==> src/rtl/ps2_event_pkg.sv <==
// Shared types and helpers for the PS/2 event collector.
// Optional timestamp field is present only when PS2_EVENT_TS_EN is defined.
package ps2_event_pkg;

    localparam int unsigned CODE_W   = 8;
    localparam int unsigned CH_MAX_W = 3;
    localparam int unsigned TS_MAX_W = 32;

    // Field widths are sized for the largest legal configuration; narrower builds slice them.
    typedef struct packed {
        logic [CODE_W-1:0]   code;
        logic [CH_MAX_W-1:0] ch;
        logic                err;
`ifdef PS2_EVENT_TS_EN
        logic [TS_MAX_W-1:0] ts;
`endif
    } ps2_event_t;

    function automatic int unsigned ch_width(input int unsigned n);
        return (n <= 1) ? 1 : $clog2(n);
    endfunction

endpackage

==> src/rtl/rr_arbiter.sv <==
// Round-robin arbiter: one-hot grant plus index; the search origin
// advances to the channel after the last grant and holds when idle.
module rr_arbiter
    import ps2_event_pkg::*;
#(
    parameter  int unsigned N     = 2,
    localparam int unsigned IDX_W = ch_width(N)
) (
    input  logic             clk,
    input  logic             reset_i,
    input  logic [N-1:0]     req,
    input  logic             en,
    output logic [N-1:0]     gnt,
    output logic [IDX_W-1:0] gnt_idx
);

    logic [IDX_W-1:0] ptr_q;
    logic [IDX_W-1:0] idx;
    logic             found;
    int unsigned      k;

    always_comb begin
        gnt     = '0;
        gnt_idx = '0;
        found   = 1'b0;
        k       = 0;
        idx     = '0;
        for (int unsigned i = 0; i < N; i++) begin
            k   = (32'(ptr_q) + i) % N;
            idx = IDX_W'(k);
            if (en && !found && req[idx]) begin
                found    = 1'b1;
                gnt[idx] = 1'b1;
                gnt_idx  = idx;
            end
        end
    end

    always_ff @(posedge clk or posedge reset_i) begin
        if (reset_i) begin
            ptr_q <= '0;
        end else if (found) begin
            ptr_q <= (gnt_idx == IDX_W'(N - 1)) ? '0 : gnt_idx + 1'b1;
        end
    end

endmodule

==> src/rtl/ps2_event_fifo.sv <==
// Multi-channel PS/2 byte collector: per-channel pending slots, round-robin
// merge into a shared event FIFO, sticky overflow flags. Option: PS2_EVENT_TS_EN.
module ps2_event_fifo
    import ps2_event_pkg::*;
#(
    parameter  int unsigned NUM_CH = 2,
    parameter  int unsigned DEPTH  = 16,
    parameter  int unsigned TS_W   = 16,
    localparam int unsigned CH_W   = ch_width(NUM_CH),
    localparam int unsigned AW     = $clog2(DEPTH),
    localparam int unsigned CNT_W  = AW + 1
) (
    input  logic                     clk,
    input  logic                     reset_i,
    input  logic [CODE_W*NUM_CH-1:0] code_i,
    input  logic [NUM_CH-1:0]        strobe_i,
    input  logic [NUM_CH-1:0]        err_i,
    output logic                     rd_valid_o,
    input  logic                     rd_ready_i,
    output logic [CODE_W-1:0]        rd_code_o,
    output logic [CH_W-1:0]          rd_ch_o,
    output logic                     rd_err_o,
`ifdef PS2_EVENT_TS_EN
    output logic [TS_W-1:0]          rd_ts_o,
`endif
    output logic [CNT_W-1:0]         count_o,
    output logic [NUM_CH-1:0]        overflow_o,
    input  logic [NUM_CH-1:0]        ovf_clr_i
);

    ps2_event_t        slot_q  [NUM_CH];
    ps2_event_t        new_ev  [NUM_CH];
    logic [NUM_CH-1:0] slot_vld_q;
    logic [NUM_CH-1:0] drop;
    logic [NUM_CH-1:0] gnt;
    logic [CH_W-1:0]   gnt_idx;

    ps2_event_t        mem_q [DEPTH];
    logic [AW:0]       wr_ptr_q;
    logic [AW:0]       rd_ptr_q;
    logic [CNT_W-1:0]  count_q;
    logic [NUM_CH-1:0] ovf_q;
    logic              full;
    logic              empty;
    logic              push;
    logic              pop;
    ps2_event_t        head;

`ifdef PS2_EVENT_TS_EN
    logic [TS_W-1:0]   ts_cnt_q;

    always_ff @(posedge clk or posedge reset_i) begin
        if (reset_i) begin
            ts_cnt_q <= '0;
        end else begin
            ts_cnt_q <= ts_cnt_q + 1'b1;
        end
    end
`endif

    always_comb begin
        for (int unsigned c = 0; c < NUM_CH; c++) begin
            new_ev[c]      = '0;
            new_ev[c].code = code_i[CODE_W*c +: CODE_W];
            new_ev[c].ch   = CH_MAX_W'(c);
            new_ev[c].err  = err_i[c];
`ifdef PS2_EVENT_TS_EN
            new_ev[c].ts   = TS_MAX_W'(ts_cnt_q);
`endif
            drop[c]        = strobe_i[c] && slot_vld_q[c] && !gnt[c];
        end
    end

    // A granted slot may be refilled in the same cycle it is emptied.
    always_ff @(posedge clk or posedge reset_i) begin
        if (reset_i) begin
            slot_vld_q <= '0;
            for (int unsigned c = 0; c < NUM_CH; c++) begin
                slot_q[c] <= '0;
            end
        end else begin
            for (int unsigned c = 0; c < NUM_CH; c++) begin
                if (strobe_i[c] && (!slot_vld_q[c] || gnt[c])) begin
                    slot_vld_q[c] <= 1'b1;
                    slot_q[c]     <= new_ev[c];
                end else if (gnt[c]) begin
                    slot_vld_q[c] <= 1'b0;
                end
            end
        end
    end

    assign full  = (wr_ptr_q[AW-1:0] == rd_ptr_q[AW-1:0]) && (wr_ptr_q[AW] != rd_ptr_q[AW]);
    assign empty = (wr_ptr_q == rd_ptr_q);
    assign pop   = !empty && rd_ready_i;
    assign push  = |gnt;

    rr_arbiter #(
        .N (NUM_CH)
    ) u_arb (
        .clk     (clk),
        .reset_i (reset_i),
        .req     (slot_vld_q),
        .en      (!full || pop),
        .gnt     (gnt),
        .gnt_idx (gnt_idx)
    );

    always_ff @(posedge clk or posedge reset_i) begin
        if (reset_i) begin
            for (int unsigned d = 0; d < DEPTH; d++) begin
                mem_q[d] <= '0;
            end
        end else if (push) begin
            mem_q[wr_ptr_q[AW-1:0]] <= slot_q[gnt_idx];
        end
    end

    always_ff @(posedge clk or posedge reset_i) begin
        if (reset_i) begin
            wr_ptr_q <= '0;
            rd_ptr_q <= '0;
            count_q  <= '0;
            ovf_q    <= '0;
        end else begin
            if (push) begin
                wr_ptr_q <= wr_ptr_q + 1'b1;
            end
            if (pop) begin
                rd_ptr_q <= rd_ptr_q + 1'b1;
            end
            if (push && !pop) begin
                count_q <= count_q + 1'b1;
            end else if (pop && !push) begin
                count_q <= count_q - 1'b1;
            end
            ovf_q <= (ovf_q & ~ovf_clr_i) | drop;
        end
    end

    assign head       = mem_q[rd_ptr_q[AW-1:0]];
    assign rd_valid_o = !empty;
    assign rd_code_o  = head.code;
    assign rd_ch_o    = head.ch[CH_W-1:0];
    assign rd_err_o   = head.err;
`ifdef PS2_EVENT_TS_EN
    assign rd_ts_o    = head.ts[TS_W-1:0];
`endif
    assign count_o    = count_q;
    assign overflow_o = ovf_q;

    // Upper field bits exist only to fit the widest configuration.
    logic unused_head_bits;
`ifdef PS2_EVENT_TS_EN
    assign unused_head_bits = ^{head.ch, head.ts};
`else
    assign unused_head_bits = ^head.ch;
`endif

endmodule

==> config.mk <==
export PLATFORM = sky130hd
export DESIGN_NAME = ps2_event_fifo
export DESIGN_NICKNAME = d
export VERILOG_FILES = /design/src/rtl/ps2_event_pkg.sv /design/src/rtl/rr_arbiter.sv /design/src/rtl/ps2_event_fifo.sv
export SDC_FILE = /design/constraint.sdc
export NUM_CORES = 1
export LEC_CHECK = 0
export BUFFER_PORTS_ARGS = -buffer_cell sky130_fd_sc_hd__buf_4
export CORE_MARGIN = 2
export CORE_UTILIZATION = 38
export CTS_BUF_LIST = sky130_fd_sc_hd__clkbuf_8
export DETAILED_ROUTE_END_ITERATION = 8
export GPL_TIMING_DRIVEN = 0
export PLACE_DENSITY = 0.58
export SLEW_MARGIN = 15
export SYNTH_ARGS = -nofsm -noshare
export SYNTH_HDL_FRONTEND = slang
export SYNTH_SLANG_ARGS = --single-unit
==> constraint.sdc <==
create_clock -name clk -period 8.8 [get_ports clk]
set_input_delay 1.76 -clock clk [delete_from_list [all_inputs] [get_ports clk]]
set_output_delay 1.76 -clock clk [all_outputs]
set_load 0.02 [all_outputs]
* After elaboration in Yosys (flattened, before gate mapping)
Index checks and enable logic that the tools add are counted.
Storage, ports and cells: ROM bits 0, output and inout port bits 18, RAM bits 0, memories 0, logic and storage cells 146, bits in latches 0, flip-flop bits (word level) 231, input bits 25
Operators by class: bitwise gates (word level) 7, equality and inequality tests 3, $lt $le $gt $ge 8, $mul 0, shifts and indexed selects 0, $add $sub $neg 6, muxes and demuxes 30, reductions and logical operators 32, divide/modulo/power cells 0
Operators by type and width (count):
- bitwise mux 192 bit | 1
- two-way mux 12 bit | 6
- binary-select mux 12 bit (select 4 bit) | 1
- demux 12 bit (select 4 bit) | 1
- logical AND 1 bit | 16
- adder 5 x 1 -> 5 bit, second input constant | 3
- two-way mux 1 bit | 15
- greater-or-equal comparator 5 bit, second input constant | 2
- two-way mux 5 bit | 2
- inverter 4 -> 5 bit | 2
- zero test 1 bit | 9
- nonzero test 2 bit | 3
- == test 5 bit | 1
- < comparator 5 x 1 -> 1 bit, second input constant | 1
- subtractor 5 x 1 -> 5 bit, second input constant | 1
- == test 4 bit | 1
- < comparator 1 x 2 -> 1 bit, second input constant | 2
- two-way mux 2 bit | 2
- OR 2 bit | 2
- logical OR 1 bit | 3
- adder 1 bit, second input constant | 2
- AND 2 bit | 1
- demux 1 bit (select 1 bit) | 2
- greater-or-equal comparator 1 bit, second input constant | 2
- other kinds (5) | 5

* Depth between registers and ports, before layout
word-level depth 15, mapped depth 14, gate-level depth less buffers 12

* By module
From an unflattened synthesis, not the netlist that was laid out.
Second synthesis, totals: cell total of the unflattened synthesis 801, area, all modules 8933.6 um^2
By module, submodules not included:
- ps2_event_fifo | sequential area each 4954.8 um^2, cells each 791, times used 1, area each 8863.5 um^2
- rr_arbiter | sequential area each 25.0 um^2, cells each 10, times used 1, area each 70.1 um^2

* Least setup slack after synthesis
Ideal clock, no wire load.
path kind in2reg, from in rd_ready_i, to reg count_q[4] (netlist: count_o[4]), setup time 0.130 ns, cell stages on the path 12, setup slack 4.793 ns, arrival 3.877 ns, buffers on the path 2, required time 8.670 ns, cells stage by stage nor2_1 > buf_4 > buf_4 > a22oi_1 > ha_1 > inv_1 > fa_1 > a21o_1 > a21oi_1 > xnor2_1 > nor2_1 > xor2_1
Between the ends: longest elaborated chain between the ends 12, elaborated cells on any way between the ends 17, those cells by class mux (4); bitwise (1); reduce/logical (12)
Ends and longest elaborated chain:
- from (decl) | line ps2_event_fifo.sv:19 | input logic rd_ready_i,
- logical AND 1 bit * | line ps2_event_fifo.sv:95 | assign pop = !empty && rd_ready_i;
- logical OR 1 bit * | line ps2_event_fifo.sv:104 | .en (!full || pop),
- logical AND 1 bit | line rr_arbiter.sv:31 | if (en && !found && req[idx]) begin
- two-way mux 1 bit | line rr_arbiter.sv:31
- zero test 1 bit | line rr_arbiter.sv:31
- logical AND 1 bit (2 in a row) | line rr_arbiter.sv:31
- two-way mux 2 bit * | line rr_arbiter.sv:31
- OR reduction 2 bit * | line ps2_event_fifo.sv:96 | assign push = |gnt;
- named net push | line ps2_event_fifo.sv:45 | logic push;
- zero test 1 bit | line ps2_event_fifo.sv:134 | end else if (pop && !push) begin
- logical AND 1 bit | line ps2_event_fifo.sv:134
- nonzero test 2 bit (no line)
- to (signal assigned) | line ps2_event_fifo.sv:133 | count_q <= count_q + 1'b1;
- to (signal assigned) | line ps2_event_fifo.sv:135 | count_q <= count_q - 1'b1;
- to (decl) | line ps2_event_fifo.sv:41 | logic [CNT_W-1:0] count_q;
Mark *: on every way through the listed nets, which the timed path passes. The rest lies on a longest branch. A chain may end at the register's enable or synchronous reset.

* Worst setup path after layout
from reg rd_ptr_q[0], to out rd_code_o[7]
Between the ends: longest elaborated chain between the ends 4
Ends and longest elaborated chain:
- from (decl) | line ps2_event_fifo.sv:40 | logic [AW:0] rd_ptr_q;
- from (signal assigned) | line ps2_event_fifo.sv:130 | rd_ptr_q <= rd_ptr_q + 1'b1;
- inverter 4 -> 5 bit (implied by the code) | line ps2_event_fifo.sv:141 | assign head = mem_q[rd_ptr_q[AW-1:0]];
- binary-select mux 12 bit (select 4 bit) | line ps2_event_fifo.sv:141
- two-way mux 12 bit (implied by the code) (2 in a row) | line ps2_event_fifo.sv:141
- to (decl) | line ps2_event_fifo.sv:20 | output logic [CODE_W-1:0] rd_code_o,
No other way between the ends. The select of a mux whose other input is x is not followed.

==> results.yml <==
worst_setup_path:
  start_kind: "flop"
  required_ns: 7.04
  cp_cell_sequence: "buf_4 -> buf_2 -> buf_2 -> mux4_2 -> mux2i_1 -> a21oi_1 -> buf_4"
  slowest_delay_ns: 0.57
  slowest_stage: "mux4_2"
  critPathKind: "reg2out"
  cp.arrival_ns: 3.15
  crit_fanout: 10
  cp-end-kind: "output pin"
  crit_family: "buffers and inverters"
  cp.buffers_inverters: 4
placement:
  place_congestion: 0.785
  port_buffers: 42
  dp_hpwl_um: 16000
  pre_cts_slack_ns: 4.10
synth:
  ys_top_cells_by_count: "dfrtp_1, a21oi_1, nor2_1"
  yosysMostFrequentCell: "dfrtp_1"
  synthArstFlopShare_pct: 100
  avgSynthCellArea_um2: 11.9
  synth_flop_cell: "dfrtp_1"
  syn-cell-area_um2: 9300
  seq_area_frac_synth_pct: 53.6
  synth.largest_area_cell: "dfrtp_1"
  synth_edf_count: 0
  synth_nets: 817
  synthDistinctLibCells: 41
  synth.area.top_cells: "dfrtp_1, mux4_2, a21oi_1"
  yosysWarnings: 0
  ys_seq_elements: 199
  synth_top_area_share_pct: 53.6
  synthCells: 782
timing:
  finalCritPeriodShare_pct: 55.8
  setup_viol: 0
  max_slew_margin_pct: 30.6
  max_slew.worst_pin.slew_ns: 1.04
  fmaxAchievable_mhz: 204
  period_needed_ns: 4.91
  rsz0062_at_grt: "false"
  final_max_slew_viol_count: 0
  fin_ws_ns: 3.89
  clock_skew_ns: 0.0143
  report.final.hold_viol_count: 0
clock_tree:
  clock_latency_ns: 0.46
  h-tree-depth: 4
  cts_resized: 0
  clockBufferDepth: 2
  ctsHoldBuffers: 0
  clock-sinks: 199
  cts.clk_slew.worst_paths_ns: 0.10
  cts_root_buffer: "clkbuf_8"
  cts_tree: "done"
  postCtsSetupBuffers: 0
  cts_buffers: 17
pwr:
  finalPower_w: 0.00458
  peakVddDrop_v: 0.000154
  p_leak_nw: 4.32
  power_density_nw_per_um2: 435
routing:
  ant_nets: 0
  top_layer: "met4"
  drt_iter0_markers: 467
  first_pass_iters: 7
  route.met3.wl_um: 916
  drc: 0
  dr_wl_met2_um: 10900
  wl_met1_um: 11200
  drt_wl_total_um: 23300
  vias_per_cell: 5.22
  wl_per_cell_um: 19.7
  vias: 6164
floorplanning:
  io_pins: 43
  dieArea_um2: 25700
  die_h_um: 160
  core.rowCount: 57
  die_w_um: 160
  initial_core_util_pct: 38.4
  core-area_um2: 24200
job:
  max_cap_violations: 0
status:
  outcome: "finished, final reports clean"
global_route:
  first_global_vias: 6400
  grt_max_degree: 111
  grt_pass1_wl_um: 37500
  overflow: 0
  grt_util_all_layers_pct: 19.0
  antenna_found_initial: 0
cells_and_area:
  diodes: 0
  final_util_pct: 43.5
  fin_nets: 880
  syn_to_final_growth_pct: 13.2
  drive_above_1_share_pct: 23.9
worst_hold_path:
  hold_path.class: "reg2reg"
cell usage in the layout (no fill, tap or decap), drive strengths merged, types with 9 or more instances in the layout:
cell	synthesis	layout
xor2	10	10
inv	26	28
ha	9	9
dfrtp	199	199
mux2i	35	35
mux4	40	40
mux2	20	20
clkbuf	13	30
a211oi	22	22
nor2b	10	10
nor2	147	147
o21ai	9	9
a21oi	159	159
buf	42	86
metrics by stage:
step | setup TNS, ns | std cells | cell area, um^2 | hold slack (ns)
floorplan | 0 | 782 | 9300 | 0.435
global placement | -183.71 | 1148 | 10000 | 0.456
detailed placement | 0 | 1150 | 10100 | 0.481
CTS | 0 | 1181 | 10500 | 0.499
global route | 0 | 1181 | 10500 | 0.508
finish | 0 | 1181 | 10500 | 0.496
cell type report:
type                            count  area [um^2]
Fill cell                        2257        13700
Clock inverter                     14          206
Multi-Input combinational cell    502         3910
Sequential cell                   199         4980
Tap cell                          324          405
Clock buffer                       17          234
Buffer                             55          338
Inverter                           26          105
Timing Repair Buffer               44          350
state kept, by name, summed over array words and instances (netlist names):
signal,cells
mem_q,160
slot_q,19
count_o,5
rd_ptr_q,5
wr_ptr_q,5
overflow_o,2
slot_vld_q,2
u_arb.ptr_q,1
power by group:
| part | total, W | switching, W | internal (W) | leakage (nW) |
|---|---|---|---|---|
| clock | 0.000662 | 0.000327 | 0.000335 | 0.223 |
| combinational | 0.00231 | 0.00131 | 0.000999 | 1.83 |
| sequential | 0.00161 | 0.000255 | 0.00136 | 2.27 |
worst register-to-register path, stage by stage, from the launching register on:
cell      delay, ns
dfrtp_1        0.40
buf_4          0.19
xor2_1         0.19
nor4_4         0.63
buf_4          0.32
a21boi_1       0.20
inv_1          0.10
ha_1           0.18
inv_1          0.11
fa_1           0.42
a21o_1         0.17
a21oi_1        0.19
xnor2_1        0.14
nor2_1         0.07
xor2_1         0.15
layer usage:
metal / GRT usage [%] / up-vias
li1: - / 2854
met1: 28.2 / 3176
met2: 29.6 / 122
met3: 2.82 / 12
met4: 4.75 / 0
met5: 0 / -
final timing paths:
path,depth (start not counted),endpoint,from,slack (ns)
max,7,rd_code_o[7],rd_ptr_q[0],3.89
min,1,count_o[4],count_o[4],0.50
max reg2reg,14,count_o[4],rd_ptr_q[0],5.24
min reg2reg,1,count_o[4],count_o[4],0.50
max in group asynchronous,3,mem_q[176],reset_i,6.42
min in group asynchronous,2,overflow_o[0],reset_i,1.39
cell families (layout without fill, tap and decap cells):
group | Yosys count | count (layout) | synth area share [%]
AOI/OAI and AO/OA | 204 | 204 | 13.4
xor gates and xnor gates | 18 | 18 | 1.70
adders and majority gates | 10 | 10 | 1.43
buffers and inverters | 81 | 156 | 4.68
DFF | 199 | 199 | 53.6
muxes | 95 | 95 | 17.5
and+or+nand+nor | 175 | 175 | 7.79
Note: power is estimated with default switching activity, not from simulation.
